[src/rtl/bk_bus_pkg.sv]
// Shared BK peripheral-bus definitions: master sequencing states, byte-lane codes, .BIN header layout.
// Latency: none (types, constants and pure helper functions only).
// Backpressure: not applicable.
package bk_bus_pkg;

  // Bus master sequencing, shared with the CPU-side bus mux.
  typedef enum logic [2:0] {
    BUS_IDLE,
    BUS_REQ,
    BUS_SYNC,
    BUS_STB,
    BUS_REL
  } bus_state_t;

  // Download loader control states.
  typedef enum logic [2:0] {
    LD_IDLE,
    LD_HDR,
    LD_DATA,
    LD_BUS,
    LD_FIN,
    LD_ERR
  } ld_state_t;

  // wtbt byte-lane codes {hi,lo}.
  localparam logic [1:0] WTBT_LO   = 2'b01;
  localparam logic [1:0] WTBT_HI   = 2'b10;
  localparam logic [1:0] WTBT_WORD = 2'b11;

  // Byte offsets inside the 4-byte .BIN header (both words little-endian).
  localparam logic [1:0] HDR_ADDR_LO = 2'd0;
  localparam logic [1:0] HDR_ADDR_HI = 2'd1;
  localparam logic [1:0] HDR_LEN_LO  = 2'd2;
  localparam logic [1:0] HDR_LEN_HI  = 2'd3;

  // Lane select for a byte at an odd/even address.
  function automatic logic [1:0] lane_mask(input logic odd);
    return odd ? WTBT_HI : WTBT_LO;
  endfunction

  // Byte positioned in its lane, other lane zero.
  function automatic logic [15:0] lane_place(input logic odd, input logic [7:0] b);
    return odd ? {b, 8'h00} : {8'h00, b};
  endfunction

endpackage

[src/rtl/bk_bus_master_if.sv]
// Generic BK bus write master: request bus, run one sync/stb write, release; abort on ack timeout.
// Latency: minimum 4 cycles from REQ-with-grant to REL exit (REQ, SYNC, STB with ack, REL).
// Backpressure: holds in REQ until dma_gnt and in STB until bus_ack or TIMEOUT cycles elapse.
module bk_bus_master_if
  import bk_bus_pkg::*;
#(
  parameter int TIMEOUT = 255
) (
  input  logic        clk_sys,
  input  logic        reset,
  input  logic        start,
  input  logic [15:0] addr,
  input  logic [15:0] data,
  input  logic [1:0]  wtbt,
  output logic        ready,
  output logic        fault,
  output logic        dma_req,
  input  logic        dma_gnt,
  output logic [15:0] bus_addr,
  output logic [15:0] bus_dout,
  output logic        bus_sync,
  output logic        bus_stb,
  output logic        bus_we,
  output logic [1:0]  bus_wtbt,
  input  logic        bus_ack
);

  localparam int CW = $clog2(TIMEOUT + 1);

  bus_state_t    state;
  bus_state_t    state_nxt;
  logic [CW-1:0] stb_cnt;
  logic [15:0]   lat_addr;
  logic [15:0]   lat_dat;
  logic [1:0]    lat_wtbt;
  logic          timeout_hit;

  // Last STB cycle allowed without an ack.
  assign timeout_hit = (state == BUS_STB) && !bus_ack && (stb_cnt == CW'(TIMEOUT - 1));

  // State register.
  always_ff @(posedge clk_sys) begin
    if (reset) state <= BUS_IDLE;
    else       state <= state_nxt;
  end

  // Next-state: one write per start, timeout falls straight back to idle.
  always_comb begin
    state_nxt = state;
    case (state)
      BUS_IDLE: if (start) state_nxt = BUS_REQ;
      BUS_REQ:  if (dma_gnt) state_nxt = BUS_SYNC;
      BUS_SYNC: state_nxt = BUS_STB;
      BUS_STB: begin
        if (bus_ack)          state_nxt = BUS_REL;
        else if (timeout_hit) state_nxt = BUS_IDLE;
      end
      BUS_REL:  state_nxt = BUS_IDLE;
      default:  state_nxt = BUS_IDLE;
    endcase
  end

  // Capture the write on start so the caller may reuse its buffer; count STB cycles.
  always_ff @(posedge clk_sys) begin
    if (reset) begin
      stb_cnt  <= '0;
      lat_addr <= '0;
      lat_dat  <= '0;
      lat_wtbt <= '0;
    end else begin
      stb_cnt <= (state == BUS_STB) ? stb_cnt + CW'(1) : '0;
      if (state == BUS_IDLE && start) begin
        lat_addr <= {addr[15:1], 1'b0};
        lat_dat  <= data;
        lat_wtbt <= wtbt;
      end
    end
  end

  // Bus outputs decoded from state; address/data only driven while sync is up.
  always_comb begin
    dma_req  = 1'b0;
    bus_sync = 1'b0;
    bus_stb  = 1'b0;
    bus_we   = 1'b0;
    bus_addr = '0;
    bus_dout = '0;
    bus_wtbt = '0;
    ready    = 1'b0;
    fault    = timeout_hit;
    case (state)
      BUS_REQ:  dma_req = 1'b1;
      BUS_SYNC, BUS_STB: begin
        dma_req  = 1'b1;
        bus_sync = 1'b1;
        bus_stb  = (state == BUS_STB);
        bus_we   = 1'b1;
        bus_addr = lat_addr;
        bus_dout = lat_dat;
        bus_wtbt = lat_wtbt;
      end
      BUS_REL: begin
        // stb already low, sync drops on exit; bus is handed back to the CPU here.
        bus_sync = 1'b1;
        bus_we   = 1'b1;
        bus_addr = lat_addr;
        bus_dout = lat_dat;
        bus_wtbt = lat_wtbt;
        ready    = 1'b1;
      end
      default: ;
    endcase
  end

endmodule

[src/rtl/bin_bus_loader.sv]
// Turns a BK .BIN ioctl download (header + bytes) into aligned word/byte writes on the CPU bus.
// Latency: one bus write per filled word, at least 4 cycles each once granted; done pulses after the last.
// Backpressure: ioctl_wait high while a word is on the bus and in FIN; bytes swallowed freely in ERR.
module bin_bus_loader
  import bk_bus_pkg::*;
#(
  parameter int          TIMEOUT = 255,
  parameter bit          HEADER  = 1'b1,
  parameter logic [15:0] BASE    = 16'o1000
) (
  input  logic        clk_sys,
  input  logic        reset,
  input  logic        ioctl_download,
  input  logic        ioctl_wr,
  input  logic [7:0]  ioctl_dout,
  output logic        ioctl_wait,
  output logic        dma_req,
  input  logic        dma_gnt,
  output logic [15:0] bus_addr,
  output logic [15:0] bus_dout,
  output logic        bus_sync,
  output logic        bus_stb,
  output logic        bus_we,
  output logic [1:0]  bus_wtbt,
  input  logic        bus_ack,
  output logic        busy,
  output logic        done,
  output logic        error
);

  ld_state_t   state;
  ld_state_t   state_nxt;
  logic        dl_prev;
  logic [1:0]  hdr_cnt;
  logic [15:0] addr;
  logic [15:0] len;
  logic [15:0] word_addr;
  logic [15:0] word_dat;
  logic [1:0]  word_wtbt;
  logic        error_q;
  logic        dl_rise;
  logic        last_byte;
  logic        mst_start;
  logic        mst_ready;
  logic        mst_fault;

  assign dl_rise   = ioctl_download && !dl_prev;
  // Without a header the length is open-ended: only the end of download stops the load.
  assign last_byte = HEADER && (len == 16'd1);
  assign mst_start = (state == LD_BUS);
  assign error     = error_q;

  // State register.
  always_ff @(posedge clk_sys) begin
    if (reset) state <= LD_IDLE;
    else       state <= state_nxt;
  end

  // Next-state: header parse, word assembly, bus hand-off, completion and fault paths.
  always_comb begin
    state_nxt = state;
    case (state)
      LD_IDLE: if (dl_rise) state_nxt = HEADER ? LD_HDR : LD_DATA;
      LD_HDR: begin
        if (ioctl_wr) begin
          if (hdr_cnt == HDR_LEN_HI)
            state_nxt = ({ioctl_dout, len[7:0]} == 16'd0) ? LD_FIN : LD_DATA;
        end else if (!ioctl_download) begin
          state_nxt = LD_ERR;
        end
      end
      LD_DATA: begin
        if (ioctl_wr) begin
          if (addr[0] || last_byte) state_nxt = LD_BUS;
        end else if (!ioctl_download) begin
          // Flush a half word first; the shortfall is flagged on the return trip.
          if (word_wtbt != 2'b00)       state_nxt = LD_BUS;
          else if (HEADER && len != '0) state_nxt = LD_ERR;
          else                          state_nxt = LD_FIN;
        end
      end
      LD_BUS: begin
        if (mst_fault)      state_nxt = LD_ERR;
        else if (mst_ready) state_nxt = (HEADER && len == '0) ? LD_FIN : LD_DATA;
      end
      LD_FIN:  state_nxt = LD_IDLE;
      LD_ERR:  if (!ioctl_download) state_nxt = LD_IDLE;
      default: state_nxt = LD_IDLE;
    endcase
  end

  // Header capture, byte-lane assembly, address/length tracking and the sticky error flag.
  always_ff @(posedge clk_sys) begin
    if (reset) begin
      dl_prev   <= 1'b0;
      hdr_cnt   <= '0;
      addr      <= '0;
      len       <= '0;
      word_addr <= '0;
      word_dat  <= '0;
      word_wtbt <= '0;
      error_q   <= 1'b0;
    end else begin
      dl_prev <= ioctl_download;
      if (state_nxt == LD_ERR) error_q <= 1'b1;
      case (state)
        LD_IDLE: begin
          if (dl_rise) begin
            error_q   <= 1'b0;
            hdr_cnt   <= '0;
            addr      <= BASE;
            len       <= '0;
            word_dat  <= '0;
            word_wtbt <= '0;
          end
        end
        LD_HDR: begin
          if (ioctl_wr) begin
            hdr_cnt <= hdr_cnt + 2'd1;
            case (hdr_cnt)
              HDR_ADDR_LO: addr[7:0]  <= ioctl_dout;
              HDR_ADDR_HI: addr[15:8] <= ioctl_dout;
              HDR_LEN_LO:  len[7:0]   <= ioctl_dout;
              default:     len[15:8]  <= ioctl_dout;
            endcase
          end
        end
        LD_DATA: begin
          if (ioctl_wr) begin
            word_dat  <= word_dat | lane_place(addr[0], ioctl_dout);
            word_wtbt <= word_wtbt | lane_mask(addr[0]);
            word_addr <= {addr[15:1], 1'b0};
            addr      <= addr + 16'd1;  // wraps 'o177777 -> 0
            if (HEADER) len <= len - 16'd1;
          end
        end
        LD_BUS: begin
          if (mst_ready || mst_fault) begin
            word_dat  <= '0;
            word_wtbt <= '0;
          end
        end
        default: ;
      endcase
    end
  end

  // Status outputs decoded from state.
  always_comb begin
    ioctl_wait = 1'b0;
    busy       = 1'b0;
    done       = 1'b0;
    case (state)
      LD_HDR, LD_DATA: busy = 1'b1;
      LD_BUS: begin
        busy       = 1'b1;
        ioctl_wait = 1'b1;
      end
      LD_FIN: begin
        done       = 1'b1;
        ioctl_wait = 1'b1;
      end
      default: ;
    endcase
  end

  bk_bus_master_if #(
    .TIMEOUT(TIMEOUT)
  ) u_master (
    .clk_sys  (clk_sys),
    .reset    (reset),
    .start    (mst_start),
    .addr     (word_addr),
    .data     (word_dat),
    .wtbt     (word_wtbt),
    .ready    (mst_ready),
    .fault    (mst_fault),
    .dma_req  (dma_req),
    .dma_gnt  (dma_gnt),
    .bus_addr (bus_addr),
    .bus_dout (bus_dout),
    .bus_sync (bus_sync),
    .bus_stb  (bus_stb),
    .bus_we   (bus_we),
    .bus_wtbt (bus_wtbt),
    .bus_ack  (bus_ack)
  );

endmodule

[config.mk]
export PLATFORM = sky130hd
export DESIGN_NAME = bin_bus_loader
export DESIGN_NICKNAME = d
export VERILOG_FILES = /design/src/rtl/bk_bus_pkg.sv /design/src/rtl/bk_bus_master_if.sv /design/src/rtl/bin_bus_loader.sv
export SDC_FILE = /design/constraint.sdc
export NUM_CORES = 1
export LEC_CHECK = 0
export ABC_CLOCK_PERIOD_IN_PS = 2100
export CAP_MARGIN = 25
export CORE_UTILIZATION = 24
export DETAILED_ROUTE_END_ITERATION = 12
export GPL_TIMING_DRIVEN = 0
export PLACE_DENSITY_LB_ADDON = 0.05
export SYNTH_ARGS = -nofsm -noshare
export SYNTH_HDL_FRONTEND = slang
export SYNTH_SLANG_ARGS = --single-unit
[constraint.sdc]
create_clock -name clk_sys -period 2.1 [get_ports clk_sys]
set_input_delay 0.42 -clock clk_sys [delete_from_list [all_inputs] [get_ports clk_sys]]
set_output_delay 0.42 -clock clk_sys [all_outputs]
set_load 0.01 [all_outputs]
==> flow_summary.toml <==
[status]
status = "complete, no violations"

[placed_design]
place_congestion = 0.810
place_hpwl_um = 13300
place_area_um2 = 6450
portBuffers = 53

[floorplanning]
rows = 55
initial_core_util_pct = 24.5
die_w_um = 154
ioPinCount = 56
coreArea_um2 = 22700
die_area_um2 = 23800
die_h_um = 154

[global_route]
track_usage_pct = 16.0
globalRouteMet2Util_pct = 25.5
grt.busiest_layer = "met2"
grtUsageMet1_pct = 21.5
grt_pass1_vias = 5077
grt_pass1_wl_um = 29000
grt_start_max_net_pins = 17
use_met3_pct = 3.25
grt_overflow = 0
antenna_found_initial = 0

[logic_synthesis]
ys_warn_count = 0
synthCells = 716
avgSynthCellArea_um2 = 7.77
synth_top_family_by_area = "simple AND/OR/NAND/NOR gates"
synth_nets = 741
synth_adder_area_share_pct = 2.47
synth_common_cells = "nand2_1 (135), dfxtp_1 (116), a21oi_1 (107), nor2_1 (59), o21ai_0 (47)"
synthesis.area_um2 = 5560
synth.distinct_cells = 60
synth.top_cell.area_share_pct = 41.7
synth_top_area_cell = "dfxtp_1"
ys_seq_elements = 116
yosysMostFrequentCell = "nand2_1"
synth_ff_type = "dfxtp_1"
synth-xor-area-share_pct = 0.630
synthArstFlopShare_pct = 0
synth_compound_area_share_pct = 22.5
synth-edff-count = 0
yosys-top-cells-area = "dfxtp_1 (42%), a21oi_1 (9.6%), nand2_1 (9.1%)"
synthMuxAreaShare_pct = 0
yosys.area_share.simple_pct = 28.6
ys_seq_area_share_pct = 41.7

[detailed_routing]
wl_per_cell_um = 16.9
num_vias = 5339
route.detailed.drc = 0
avgViaCountPerCell = 4.82
routed_wl_um = 18700
drt_iter0_drc = 262
firstDrtPassIters = 4
antenna_left = 0

[cells_and_area]
final_util_pct = 32.9
ff_latch_area_um2 = 2340
antenna_cells = 0
fill_cells = 2451
area_growth_pct = 34.3
drive_above_1_share_pct = 19.3
final_cell_area_um2 = 7470
nNetsFinal = 836
multi_input_area_um2 = 3210

[timing]
grt_setup_unrepaired = "yes"
setup_viol = 0
clock_skew_ns = 0.0116
fmax_ghz = 0.480
final_max_slew_viol_count = 0
tightest_slew_ns = 0.850
min_period_ns = 2.08
hold_ws_ns = 0.448
tns_ns = 0
fin_crit_sh_pct = 99.1
maxSlewHeadroom_pct = 43.3
hold_viol_final = 0

[clock_network]
root_buffer = "clkbuf_16"
cts_hold_buf = 0
tritoncts = "built"
cts_buffers = 17
cts_sinks = 116
cts_max_level = 4
cts_buffer_depth = 2
clk_latency_ns = 0.42
path_clk_slew_ns = 0.06

[pwr]
power_mw = 6.07
p_switching_mw = 1.49
power.leakage_nw = 2.70
intPower_mw = 4.58
p_comb_share_pct = 9.2
clkPwrFrac_pct = 53.0
vdd_ir_drop_max_v = 0.000409
switching_share_pct = 24.6
pwr-share-seq_pct = 37.9
p_per_area_nw_per_um2 = 812

[min_path]
hold_path.class = "register to register"

[job]
maxCapViolCount = 0

[setup_path]
max_stage_delay_ns = 0.35
path_class = "register to output pin"
startpoint_type = "register"
crit_buf_inv = 5
critPathCaptureType = "output pin"
required_ns = 1.68
cp.arrival_ns = 1.66
critPathMaxFanout = 8
cp_slowest_cell = "dfxtp_4"
cp_cell_sequence = "nor3b_4 -> a21oi_4 -> buf_12 -> clkbuf_16 -> inv_2 -> buf_4 -> buf_6"
cpLargestDelayFamily = "buffers and inverters"
-- flip-flops by register name (all words and copies together) (netlist names) --
signal	flops
error	1
state	3
word_dat	16
u_master.lat_addr	15
u_master.lat_wtbt	2
hdr_cnt	2
u_master.lat_dat	16
word_wtbt	2
len	16
word_addr	15
u_master.state	3
dl_prev	1
addr	16
u_master.stb_cnt	8
-- power by group through the flow --
stage	Sequential [mW]	Combinational, mW	Clock [mW]
floorplan	2.33	0.336	0
global placement	2.35	0.519	0
detailed placement	2.34	0.517	0
CTS	2.30	0.542	3.31
global route	2.30	0.604	3.41
finish	2.30	0.556	3.21
-- layer usage --
layer / wire length, um / vias to the layer above
li1: - / 2699
met1: 9180 / 2530
met2: 8510 / 91
met3: 686 / 19
met4: 297 / 0
met5: 0 / -
-- worst min-delay path, stage by stage, from the launching register on --
cell and delay [ns]:
dfxtp_1 0.30, nand2_1 0.05, a21oi_1 0.05
-- worst paths after layout --
kind,from,end,slack [ns],depth (start not counted)
setup reg to reg,state[1]$_SDFF_PP0_,u_master.lat_addr[15]$_SDFFE_PP0P_,0.09,8
hold reg to reg,u_master.lat_addr[11]$_SDFFE_PP0P_,u_master.lat_addr[11]$_SDFFE_PP0P_,0.45,2
hold / removal,u_master.lat_addr[11]$_SDFFE_PP0P_,u_master.lat_addr[11]$_SDFFE_PP0P_,0.45,2
setup / recovery,u_master.state[2]$_SDFFE_PP0P_,bus_we,0.02,7
-- cell families after synthesis --
kind of cell    after synthesis
simple gates                322
compound gates              208
flops                       116
buf+inv                      54
fa+ha+maj                    11
xor+xnor                      4
other cells                   1
-- layout make-up --
cell class,instances,share of cell area [%]
multi-input cells,546,42.9
flip-flops and latches,116,31.3
repair buffers,78,8.30
clock buffers,18,5.88
well taps,285,4.77
plain buffers,41,3.47
clock inverters,13,2.76
inverters,11,0.552
-- timing repair --
item                       4_1_cts  5_1_grt
gates resized for setup        192       48
setup buffers                    9       15
setup endpoints to repair      119      111
pin swaps                        6        8
hold endpoints to repair         0        0
gates cloned                     3        0
-- stage by stage --
stage,worst slack [ns],cells
after floorplan,0.114,716
after global placement,-0.920,1054
after detailed placement,-1.00,1054
after CTS,-0.00325,1096
after global routing,-0.0610,1108
final,0.0186,1108
-- cell usage in the layout (no fill, tap or decap), drive strengths merged, types with 8 or more instances in the layout --
| cell | n |
|---|---|
| nor2 | 59 |
| a21oi | 108 |
| clkdlybuf4s50 | 12 |
| nor2b | 35 |
| dfxtp | 116 |
| o31ai | 8 |
| and3 | 9 |
| nand2 | 135 |
| inv | 12 |
| o21ai | 50 |
| and2 | 11 |
| nor3 | 16 |
| nand2b | 8 |
| buf | 74 |
| ha | 11 |
| nand3 | 9 |
| clkbuf | 46 |
No activity file was read; power rests on OpenSTA's default activity.
